`src/rtl/mem_pkg.sv`:
```
// Shared data-memory definitions: default widths and the store-buffer FSM encoding.
package mem_pkg;

  localparam int MEM_DATA_W = 32;
  localparam int MEM_IDX_W  = 12;

  typedef enum logic {
    RUN   = 1'b0,
    FLUSH = 1'b1
  } sb_state_e;

endpackage

```
`src/rtl/sb_match.sv`:
```
// Youngest-match lookup over the store-buffer entries.
// Entries are scanned oldest to youngest, so the last hit seen is the youngest.
module sb_match #(
  parameter int DEPTH = 4,
  parameter int IDX_W = 12,
  parameter int PTR_W = $clog2(DEPTH)
) (
  input  logic [DEPTH-1:0]       valid,
  input  logic [DEPTH*IDX_W-1:0] addr_vec,
  input  logic [PTR_W-1:0]       head,
  input  logic [IDX_W-1:0]       ld_addr,
  output logic                   hit,
  output logic [PTR_W-1:0]       idx
);

  logic [DEPTH-1:0] match;

  generate
    for (genvar gi = 0; gi < DEPTH; gi++) begin : g_cmp
      assign match[gi] = valid[gi] && (addr_vec[gi*IDX_W +: IDX_W] == ld_addr);
    end
  endgenerate

  // Walk from head (oldest) upward; a later match overrides an earlier one.
  always_comb begin
    hit = 1'b0;
    idx = '0;
    for (int a = 0; a < DEPTH; a++) begin
      if (match[head + PTR_W'(a)]) begin
        hit = 1'b1;
        idx = head + PTR_W'(a);
      end
    end
  end

endmodule

```
`src/rtl/store_buffer.sv`:
```
// Store buffer between the core and a single-port data memory.
// Stores queue in a FIFO and drain whenever the memory port is free;
// loads forward from the youngest matching entry or read memory directly.
module store_buffer
  import mem_pkg::*;
#(
  parameter int DEPTH  = 4,
  parameter int DATA_W = MEM_DATA_W,
  parameter int IDX_W  = MEM_IDX_W
) (
  input  logic              clk,
  input  logic              rst_n,
  input  logic [DATA_W-1:0] cpu_addr,
  input  logic [DATA_W-1:0] cpu_wdata,
  input  logic              cpu_we,
  input  logic              cpu_re,
  output logic [DATA_W-1:0] cpu_rdata,
  output logic              cpu_stall,
  input  logic              flush,
  output logic              flush_done,
  output logic [DATA_W-1:0] mem_addr,
  output logic [DATA_W-1:0] mem_wdata,
  output logic              mem_we,
  output logic              mem_re,
  input  logic [DATA_W-1:0] mem_rdata,
  output logic              empty
);

  localparam int PTR_W = $clog2(DEPTH);
  localparam int CNT_W = PTR_W + 1;
  localparam logic [CNT_W-1:0] FULL_CNT = CNT_W'(DEPTH);

  logic [DATA_W-1:0] addr_mem [DEPTH];
  logic [DATA_W-1:0] data_mem [DEPTH];

  logic [PTR_W-1:0] head_reg, head_next;
  logic [PTR_W-1:0] tail_reg, tail_next;
  logic [CNT_W-1:0] count_reg, count_next;
  sb_state_e        state_reg, state_next;
  logic             flush_done_reg, flush_done_next;

  logic [DEPTH-1:0]       valid_vec;
  logic [DEPTH*IDX_W-1:0] idx_vec;
  logic                   hit;
  logic [PTR_W-1:0]       hit_idx;
  logic                   load_miss, do_drain, do_enq;

  // An entry is live when its distance from head is below the fill count.
  generate
    for (genvar gi = 0; gi < DEPTH; gi++) begin : g_entry
      logic [PTR_W-1:0] age;
      assign age = PTR_W'(gi) - head_reg;
      assign valid_vec[gi] = ({1'b0, age} < count_reg);
      assign idx_vec[gi*IDX_W +: IDX_W] = addr_mem[gi][IDX_W-1:0];
    end
  endgenerate

  sb_match #(
    .DEPTH (DEPTH),
    .IDX_W (IDX_W),
    .PTR_W (PTR_W)
  ) u_match (
    .valid    (valid_vec),
    .addr_vec (idx_vec),
    .head     (head_reg),
    .ld_addr  (cpu_addr[IDX_W-1:0]),
    .hit      (hit),
    .idx      (hit_idx)
  );

  assign empty      = (count_reg == '0);
  assign flush_done = flush_done_reg;

  // Port arbitration, load forwarding, enqueue/drain decisions and next state.
  always_comb begin
    state_next      = state_reg;
    flush_done_next = 1'b0;
    cpu_rdata       = '0;
    cpu_stall       = 1'b0;
    mem_addr        = '0;
    mem_wdata       = '0;
    mem_we          = 1'b0;
    mem_re          = 1'b0;
    load_miss       = 1'b0;
    do_drain        = 1'b0;
    do_enq          = 1'b0;

    if (state_reg == RUN) begin
      // A store takes priority; a simultaneous load is ignored.
      if (cpu_re && !cpu_we) begin
        if (hit) begin
          cpu_rdata = data_mem[hit_idx];
        end else begin
          load_miss = 1'b1;
          mem_re    = 1'b1;
          mem_addr  = cpu_addr;
          cpu_rdata = mem_rdata;
        end
      end
      do_drain  = rst_n && (count_reg != '0) && !load_miss;
      do_enq    = rst_n && cpu_we && ((count_reg != FULL_CNT) || do_drain);
      cpu_stall = cpu_we && !do_enq;
    end else begin
      cpu_stall = cpu_we || cpu_re;
      do_drain  = rst_n && (count_reg != '0);
    end

    // A reset cycle never writes memory, so held entries are simply lost.
    if (do_drain) begin
      mem_we    = 1'b1;
      mem_addr  = addr_mem[head_reg];
      mem_wdata = data_mem[head_reg];
    end

    head_next  = do_drain ? head_reg + PTR_W'(1) : head_reg;
    tail_next  = do_enq   ? tail_reg + PTR_W'(1) : tail_reg;
    count_next = count_reg;
    if (do_enq && !do_drain) count_next = count_reg + CNT_W'(1);
    if (!do_enq && do_drain) count_next = count_reg - CNT_W'(1);

    // A flush that empties the buffer in its own cycle completes immediately.
    if (state_reg == RUN) begin
      if (flush) begin
        if (count_next == '0) flush_done_next = 1'b1;
        else                  state_next      = FLUSH;
      end
    end else if (count_next == '0) begin
      state_next      = RUN;
      flush_done_next = 1'b1;
    end
  end

  // Control state: pointers, count, FSM and the flush-done pulse.
  always_ff @(posedge clk) begin
    if (!rst_n) begin
      head_reg       <= '0;
      tail_reg       <= '0;
      count_reg      <= '0;
      state_reg      <= RUN;
      flush_done_reg <= 1'b0;
    end else begin
      head_reg       <= head_next;
      tail_reg       <= tail_next;
      count_reg      <= count_next;
      state_reg      <= state_next;
      flush_done_reg <= flush_done_next;
    end
  end

  // Entry storage; contents are don't-care until enqueued.
  always_ff @(posedge clk) begin
    if (do_enq) begin
      addr_mem[tail_reg] <= cpu_addr;
      data_mem[tail_reg] <= cpu_wdata;
    end
  end

endmodule
```
`config.mk`:
```
export PLATFORM = sky130hd
export DESIGN_NAME = store_buffer
export DESIGN_NICKNAME = d
export VERILOG_FILES = /design/src/rtl/mem_pkg.sv /design/src/rtl/sb_match.sv /design/src/rtl/store_buffer.sv
export SDC_FILE = /design/constraint.sdc
export NUM_CORES = 1
export LEC_CHECK = 0
export ABC_AREA = 1
export CAP_MARGIN = 20
export CORE_UTILIZATION = 59
export DETAILED_ROUTE_END_ITERATION = 16
export GPL_ROUTABILITY_DRIVEN = 1
export PLACE_DENSITY = 0.91
export SLEW_MARGIN = 40
export SYNTH_ARGS = -nofsm -noshare
export SYNTH_HDL_FRONTEND = slang
export SYNTH_SLANG_ARGS = --single-unit
```
`constraint.sdc`:
```
create_clock -name clk -period 9.1 [get_ports clk]
set_input_delay 1.82 -clock clk [delete_from_list [all_inputs] [get_ports clk]]
set_output_delay 1.82 -clock clk [all_outputs]
set_load 0.02 [all_outputs]
```
==> metrics.txt <==
critical path capture point type=output pin; Post-Syn Instances=1392; min Tclk post-route=7.695 ns; die area=22980 um^2; Worst slew margin=0.4488; Fin Hold WS=0.5316 ns; Synthesized Nets=1504; CP top delay family=buffers and inverters; clock buffer depth=3; initial antenna violation count=0; Avg WL per Cell=18.93 um; worst slew pin tran=0.8268 ns; Initial Util=0.6032; post-route clock skew=0.02207 ns; Internal=2438 uW; DRC=0; Clk pin slew, worst setup/hold paths=0.06 ns; mux contribution to synthesized area=0; most frequent cells in the layout=nand2_1 (456), edfxtp_1 (256), clkdlybuf4s50_1 (201); grt ovf=0; Final period util=0.8456; first-pass GRT wire length=53480 um; vias in the first global route=10776; Clock Power Share=0.263; CP bufs+invs=5; CTS tree=done; DRT Pass-1 Iters=5; post-cts sizing count=0; Ports=202; Max Freq=130.0 MHz; Worst path slowest cell=clkdlybuf4s50_1; Mapped Avg Cell Area=9.486 um^2; Iter 0 DRT Violations=1320; setup TNS=0 ns; crit path max fanout=38; Netlist cell types=33; total routed wirelength=35180 um; layout cell share with drive strength beyond 1=0.07030; commonest non-fill, non-tap cell in the layout=nand2_1; RSZ-0062 raised after global routing=false; Synth Area in XOR/XNOR=0.001895; Clock Sink Count=267; Power Density=232.4 nW/um^2; Final ANT Viol Nets=0; final non-filler cell total=1859; hpwl dp=20940 um; pin count of the biggest net entering global routing=111; cell breakdown of the critical path=clkdlybuf4s50_1 -> inv_2 -> nand2_1 -> nand2_1 -> nor2_1 -> nand2_1 -> nor2_1 -> nand3_1 -> nand2_1 -> nand2_1 -> nand2_1 -> nor2_4 -> nand3_4 -> nand2_2 -> buf_4 -> inv_2 -> o21ai_0 -> o21ai_0 -> clkdlybuf4s50_1; Simple-Gate Fraction of Synth Area=0.2155; row cnt=54; Critical Path Source Type=input pin; Num CTS Buffers=27; Final Setup Violations=0; Crit path largest cell delay=0.68 ns; total power=3743 uW; number of diodes=0; Skew-Pair Late Insertion Delay=0.53 ns; Compound-Gate Fraction of Synth Area=0.1113; placed cells=1811; Pleak=0.006354 uW; status=completed; core area=21890 um^2; maxcap violations=0; WS Path Type=input pin to output pin; Reg power frac=0.402; Slew Limit Fails=0; Post-CTS Setup Bufs=0; cell repeated most along the worst path=nand2_1; worst path required time=7.28 ns; worst vdd ir=0.2045 mV; largest family of logic cells by synthesized area=simple AND/OR/NAND/NOR gates; Nets=1672; # hold bufs at CTS=0; die width=151.6 um; crit path DAT=5.88 ns; Sw Pwr=1305 uW; Via Count=11172; gpl congestion=0.9513; Synth warnings=0; switching share of power=0.3487; H-tree depth=1; DR vias/cell=6.010; Total Routing Usage GR=0.3035; post-synthesis adder-cell area fraction=0.01042; flop and latch count out of synthesis=267; Synth Cell Area=13210 um^2; post-synthesis sequential area ratio=0.5988; endpoints failing hold=0; Area Overhead vs Synth=21.95%; Logic pwr share=0.336; Root Buffer=clkbuf_16; number of port buffers=201; worst hold path type=flop to flop; Die Y=151.6 um
worst min-delay path, cell delays in order, from the launching register on:
cell and delay (ns):
dfxtp_1 0.33, inv_1 0.09, a21oi_1 0.07
stage by stage:
step / utilization / instance area [um^2] / setup slack [ns]
floorplan: - / 13210 / 3.213
global placement: 0.6981 / 15280 / 1.601
detailed placement: 0.7000 / 15320 / 1.503
CTS: 0.7351 / 16090 / 1.507
global route: 0.7357 / 16100 / 1.179
finish: 0.7357 / 16100 / 1.405
routing by layer:
metal | up-vias | GRT usage | wire length, um
li1 | 5123 | - | -
met1 | 5179 | 0.3714 | 12490
met2 | 746 | 0.5128 | 17410
met3 | 124 | 0.05389 | 3913
met4 | 0 | 0.1639 | 1371
met5 | - | 0 | 0
layout make-up:
| class | instances | area [um^2] |
|---|---|---|
| clock inverter | 10 | 51.30 |
| inverter | 105 | 404.1 |
| timing repair buffer | 216 | 2158 |
| multi-input combinational | 943 | 4512 |
| fill | 1413 | 5787 |
| clock buffer | 38 | 716.9 |
| tap | 280 | 350.3 |
| sequential | 267 | 7911 |
cells in the mapped netlist:
cell type,instances,area (um^2)
buf_6,5,56.30
a32o_1,20,200.2
nand2_2,32,200.2
nand2_4,1,11.26
inv_4,2,12.51
nand3_4,1,17.52
xor2_2,1,16.27
nand3_2,1,10.01
nor3_1,1,5.000
inv_2,15,56.30
a221oi_1,32,280.3
clkinv_1,1,3.750
buf_4,3,22.52
a21oi_2,1,8.760
dfxtp_1,11,220.2
nand3_1,132,660.6
or2_2,1,6.260
o21ai_0,73,365.4
edfxtp_1,256,7687
nand4_1,1,6.260
a21oi_1,121,605.6
o21ai_1,2,10.01
nor2_4,1,11.26
buf_12,4,80.08
clkbuf_1,50,187.7
nor2_1,53,198.9
buf_1,1,3.750
xor2_1,1,8.760
nor2_2,1,6.260
inv_1,87,326.6
ha_1,11,137.6
buf_2,14,70.07
nand2_1,456,1712
kinds of logic (layout without fill, tap and decap cells):
family | Yosys count | count (layout)
DFF | 267 | 267
xor gates and xnor gates | 2 | 2
AOI/OAI and AO/OA | 249 | 249
buffers and inverters | 182 | 369
adders and majority gates | 11 | 11
and+or+nand+nor | 681 | 681
worst paths after layout:
kind                start     endpoint  slack (ns)  depth (start not counted)
max          cpu_addr[10]  mem_addr[1]        1.40                         19
min           tail_reg[1]  tail_reg[1]        0.53                          2
max reg2reg   head_reg[0]         flop        5.31                         15
min reg2reg   tail_reg[1]  tail_reg[1]        0.53                          2
power by group through the flow:
stage                     Combinational, uW  Clock (uW)  Sequential, uW
after global placement                 1190           0            1520
after global routing                   1360        1040            1510
after CTS                              1240         993            1500
final                                  1260         984            1500
after floorplan                         781           0            1500
after detailed placement               1230           0            1530
Power figures use the tool's default switching activity.
